[config.mk]
export PLATFORM = sky130hd
export DESIGN_NAME = piso_shift_tx
export DESIGN_NICKNAME = d
export VERILOG_FILES = /design/src/rtl/piso_pkg.sv /design/src/rtl/piso_shift_tx.sv
export SDC_FILE = /design/constraint.sdc
export NUM_CORES = 1
export LEC_CHECK = 0
export ABC_AREA = 0
export BUFFER_PORTS_ARGS = -buffer_cell sky130_fd_sc_hd__buf_2
export CORE_AREA = 2 2 39 41
export CTS_CLUSTER_SIZE = 16
export DETAILED_ROUTE_END_ITERATION = 16
export DIE_AREA = 0 0 41 43
export GPL_TIMING_DRIVEN = 0
export MAX_ROUTING_LAYER = met4
export PLACE_DENSITY = 0.48
export SLEW_MARGIN = 25
export SYNTH_ARGS = -nofsm -noshare
export SYNTH_HDL_FRONTEND = slang
export SYNTH_SLANG_ARGS = --single-unit
export TNS_END_PERCENT = 20
[constraint.sdc]
create_clock -name clk -period 2.8 [get_ports clk]
set_input_delay 0.14 -clock clk [delete_from_list [all_inputs] [get_ports clk]]
set_output_delay 0.14 -clock clk [all_outputs]
set_load 0.01 [all_outputs]
[src/rtl/piso_pkg.sv]
// Shared types and constants for the parallel-in / serial-out transmitter.
package piso_pkg;

    typedef enum logic {
        IDLE  = 1'b0,
        SHIFT = 1'b1
    } piso_state_t;

    localparam int PISO_DEF_WIDTH = 4;

endpackage

[src/rtl/piso_shift_tx.sv]
// Parallel-in / serial-out transmitter: one word bit per cycle, registered outputs,
// zero-bubble reload on the last-bit cycle.
module piso_shift_tx
    import piso_pkg::*;
#(
    parameter int WIDTH     = PISO_DEF_WIDTH,
    parameter bit MSB_FIRST = 1'b0
) (
    input  logic             clk,
    input  logic             rst,
    input  logic [WIDTH-1:0] d,
    input  logic             load_valid,
    output logic             load_ready,
    output logic             sout,
    output logic             sout_valid,
    output logic             last,
    output logic             busy
);

    localparam int            CW      = $clog2(WIDTH);
    localparam logic [CW-1:0] CNT_MAX = CW'(WIDTH - 1);

    piso_state_t      state, state_nxt;
    logic [CW-1:0]    cnt, cnt_nxt;
    logic [WIDTH-1:0] shreg, shreg_nxt;
    logic             sout_nxt, last_nxt;
    logic             accept;

    // Ready also on the last-bit cycle so a waiting word follows without a gap.
    assign load_ready = !rst && ((state == IDLE) || last);
    assign accept     = load_valid && load_ready;
    assign busy       = (state == SHIFT);

    always_comb begin
        state_nxt = state;
        cnt_nxt   = cnt;
        shreg_nxt = shreg;
        sout_nxt  = 1'b0;
        last_nxt  = 1'b0;
        if (accept) begin
            // First bit goes straight to sout; the register keeps the remainder.
            state_nxt = SHIFT;
            cnt_nxt   = '0;
            if (MSB_FIRST) begin
                sout_nxt  = d[WIDTH-1];
                shreg_nxt = d << 1;
            end else begin
                sout_nxt  = d[0];
                shreg_nxt = d >> 1;
            end
        end else if (state == SHIFT) begin
            if (last) begin
                state_nxt = IDLE;
                cnt_nxt   = '0;
                shreg_nxt = '0;
            end else begin
                cnt_nxt  = cnt + CW'(1);
                last_nxt = (cnt_nxt == CNT_MAX);
                if (MSB_FIRST) begin
                    sout_nxt  = shreg[WIDTH-1];
                    shreg_nxt = shreg << 1;
                end else begin
                    sout_nxt  = shreg[0];
                    shreg_nxt = shreg >> 1;
                end
            end
        end
    end

    always_ff @(posedge clk) begin
        if (rst) begin
            state      <= IDLE;
            cnt        <= '0;
            shreg      <= '0;
            sout       <= 1'b0;
            sout_valid <= 1'b0;
            last       <= 1'b0;
        end else begin
            state      <= state_nxt;
            cnt        <= cnt_nxt;
            shreg      <= shreg_nxt;
            sout       <= sout_nxt;
            sout_valid <= (state_nxt == SHIFT);
            last       <= last_nxt;
        end
    end

endmodule

# Yosys cells after proc, flatten, opt, wreduce, memory -nomap -nowiden

Cells that the tools add are included.

Register bits: 8
Bits of input ports: 7

$add $sub $neg: 1
Equal/unequal tests: 1
Muxes and demuxes: 10
Bitwise logic cells: 1
Reductions and logical operators: 7

Operator list:

| operator                                     | count |
|---|---|
| 2-to-1 mux 1 bit                             | 6 |
| 2-to-1 mux 3 bit                             | 2 |
| 2-to-1 mux 2 bit                             | 2 |
| OR reduction 4 bit                           | 1 |
| adder 2 x 1 -> 2 bit (second input constant) | 1 |
| == test 2 bit (second input constant)        | 1 |
| logical AND 1 bit                            | 2 |
| nonzero test 2 bit                           | 1 |
| OR reduction 2 bit                           | 1 |
| zero test 1 bit                              | 1 |
| logical OR 1 bit                             | 1 |
| NOT 1 bit                                    | 1 |

# Logic depth before layout (Yosys ltp)

Depth after elaboration: 5
Gate-level depth with buffers: 4
Depth with buffers taken out: 4

# Least setup slack after synthesis

OpenSTA, ideal clock, no wires.

Path type: register -> register
Start point: register state (netlist: busy)
End point: register shreg[0]
Setup time: 0.075 ns
Arrival time: 0.852 ns
Data required time: 2.725 ns
Slack: 1.873 ns
Cell stages (with the launch flop): 4
Buffers on the path: 0
Clock period less this slack: 0.927 ns
Path through: dfxtp_1 -> nor2b_4 -> a32oi_1 -> o22ai_1

Longest elaborated chain between the ends: 5
Elaborated cells on any way between the ends: 6
Those cells by class: 1 x mux; 1 x bitwise; 4 x reduce/logical

RTL lines:

| what                                                   | RTL line            | source |
|---|---|---|
| from (decl)                                            | piso_shift_tx.sv:23 | `piso_state_t state, state_nxt;` |
| from (signal assigned)                                 | piso_shift_tx.sv:79 | `state <= state_nxt;` |
| NOT 1 bit (no source line)                             | -                   |  |
| logical OR 1 bit                                       | piso_shift_tx.sv:30 | `assign load_ready = !rst && ((state == IDLE) \|\| last);` |
| logical AND 1 bit                                      | piso_shift_tx.sv:30 |  |
| logical AND 1 bit                                      | piso_shift_tx.sv:31 | `assign accept = load_valid && load_ready;` |
| 2-to-1 mux 3 bit or nonzero test 2 bit (tied branches) | -                   |  |
| to (signal assigned)                                   | piso_shift_tx.sv:81 | `shreg <= shreg_nxt;` |
| to (decl)                                              | piso_shift_tx.sv:25 | `logic [WIDTH-1:0] shreg, shreg_nxt;` |

Parallel ways exist; a longest one is shown, timed or not.
A chain may end at the register's enable or synchronous reset.

# Worst setup path in the final report

Start point: register state (netlist: busy)
End point: output port load_ready

Longest elaborated chain between the ends: 3

RTL lines:

| what                       | RTL line            | source |
|---|---|---|
| NOT 1 bit (no source line) | -                   |  |
| logical OR 1 bit           | piso_shift_tx.sv:30 |  |
| logical AND 1 bit          | piso_shift_tx.sv:30 |  |
| to (decl)                  | piso_shift_tx.sv:13 | `output logic load_ready,` |

Every way passes these cells.

==> metrics.txt <==
post_cts resized 0; Worst EP arrival 1120 ps; vias 297; status completed; antenna violations before repair 0; switching power 0.0588 mW; first-pass GRT wire length 1180 um; Seq cells post-synth 8; P_leak 0.197 nW; CP cell instances nor2b_4, nor2_1, buf_2; CP Class flop to output port; syn nets 46; final clock skew 1.14 ps; crit path launch busy; start of the worst register-to-register path busy; GRT Residual Overflow 0; core area 0.00138 mm2; row count 14; Required @ worst endpoint 2660 ps; register area share after synthesis 43.4%; Syn Inst Count 38; Die Area 0.00176 mm2; MaxCap Viol Count 0; vias in the first global route 287; largest net degree at the start of global routing 11; area grow syn2layout 23.7%; Slew HR 83.1%; DRC Markers 0; CTS hold repair buffers 0; Clock Path Buffers 2; setup violators final 0; die height 43 um; YS warnings 0; layout cells sized above 1 32.0%; crit path time final 1260 ps; max frequency 791 MHz; R2R Setup Slk 1810 ps; Die W 41 um; 1st-iter DRT viols 7; Least-Margin Pin Slew 252 ps; part of the cycle the worst path needs 45.2%; Min-Delay Startpoint d[0]; CTS tree built; Net Sw Frac 24.0%; port bufs 9; internal power 0.186 mW; Critical Path Max Stage Delay 430 ps; Power Total 0.245 mW; HP Class input pin to flop; commonest cells after routing, fill and taps aside 10 x buf_2, 8 x dfxtp_1, 5 x nor2_1; postcts setup bufs 0; commonest non-fill, non-tap cell in the layout buf_2; worst-skew pair later-pin latency 250 ps; Fin Setup TNS 0 ps; # nets final 60; combinational share of power 14.1%; # IOs 12; RSZ-0062 raised after global routing false; register share of total power 50.6%; largest fanout on the critical path 7; max-slew violation count 0; TritonCTS Buffers 3; Initial Util 26.7%; gr usage total 10.2%; mapped cell area 369 um2; Detailed Route WL 730 um; routed len/inst 11.1 um; PwrDens 537 mW/mm2; Diodes inserted 0; clock sink count 8; Vias/cell 4.50; Worst VDD drop 0.224 mV; Detailed Place HPWL 535 um; remaining antenna violation count 0; clock share of power 35.3%; CP endpoint kind output port; # placed instances 63; Fin. Hold Viols 0; CTS Root Buffer Type clkbuf_4; drt first pass iters 4; CTS clk-pin slew, worst paths 50 ps; synthesized area per cell 9.71 um2; Final Non-Filler Cells 66; Distinct cells, synth 20; Placer Congestion 0.630; htree depth 1; Slowest cell on crit path dfxtp_1; Critical Path Start Type flop
## logic make-up (layout without fill, tap and decap cells)
group	count (synthesis)	in the layout	synth area share, %
AO/OA/AOI/OAI	8	8	14.9
adder cells (fa/ha/maj)	1	1	3.39
buffers and inverters	5	17	9.15
flip-flops	8	8	43.4
multiplexers	3	3	8.14
AND/OR/NAND/NOR	13	13	21.0
## flip-flops by register name, indices dropped and copies added (netlist names)
name,cells
shreg,3
busy,1
cnt,2
sout,1
last,1
## final cells by class
type                            count  area [um2]
Buffer                              3        26.3
Clock buffer                        3        22.5
Fill cell                         146         927
Inverter                            2        7.51
Multi-Input combinational cell     25         175
Sequential cell                     8         160
Tap cell                           16        20.0
Timing Repair Buffer                9        45.0
## metal layers
layer	vias to the layer above	wire, um	GRT usage, %
met4	0	5	6.00
met3	2	27	3.14
met2	7	321	12.8
li1	159	-	-
met1	129	374	14.1
met5	-	0	-
## worst paths after layout
check / cells after the start / end
worst max-delay path: 3 / load_ready
worst min-delay path: 3 / sout
worst max register to register: 3 / shreg[1]
worst min register to register: 2 / sout
## synthesized netlist by cell type
| cell type | count | area [um2] |
|---|---|---|
| inv_1 | 2 | 7.51 |
| nor2_1 | 5 | 18.8 |
| a32oi_1 | 2 | 17.5 |
| nand2b_1 | 1 | 6.26 |
| o32a_1 | 1 | 10.0 |
| mux2i_1 | 3 | 30.0 |
| buf_2 | 1 | 5.00 |
| or2_1 | 1 | 6.26 |
| nand2_1 | 1 | 3.75 |
| o21ai_1 | 1 | 5.00 |
| ha_1 | 1 | 12.5 |
| nor2b_4 | 1 | 13.8 |
| nand4b_1 | 1 | 8.76 |
| a21oi_1 | 2 | 10.0 |
| nand3_1 | 1 | 5.00 |
| clkbuf_8 | 1 | 13.8 |
| nor3b_1 | 2 | 15.0 |
| dfxtp_1 | 8 | 160 |
| buf_4 | 1 | 7.51 |
| o22ai_1 | 2 | 12.5 |
## through the flow
step	hold WS [ps]	setup WS, ps	utilization, %	instance area, um2
final	166	1540	33.0	457
after global placement	418	1780	31.4	434
after floorplan	304	1870	-	369
after detailed placement	430	1790	31.4	434
after CTS	165	1520	33.0	457
after global routing	177	1430	33.0	457
## power by group through the flow
stage	combinational (mW)	clock (mW)	sequential, mW
finish	0.0346	0.0866	0.124
global route	0.0388	0.100	0.125
CTS	0.0351	0.0899	0.124
detailed placement	0.0349	0	0.127
global placement	0.0349	0	0.126
floorplan	0.0234	0	0.126
## worst max-delay path: cells and delay by family, from the launching register on
family	cells	cell delay, ps
buffers and inverters	1	130
DFF	1	430
and+or+nand+nor	2	310
No activity file was read; power rests on OpenSTA's default activity.
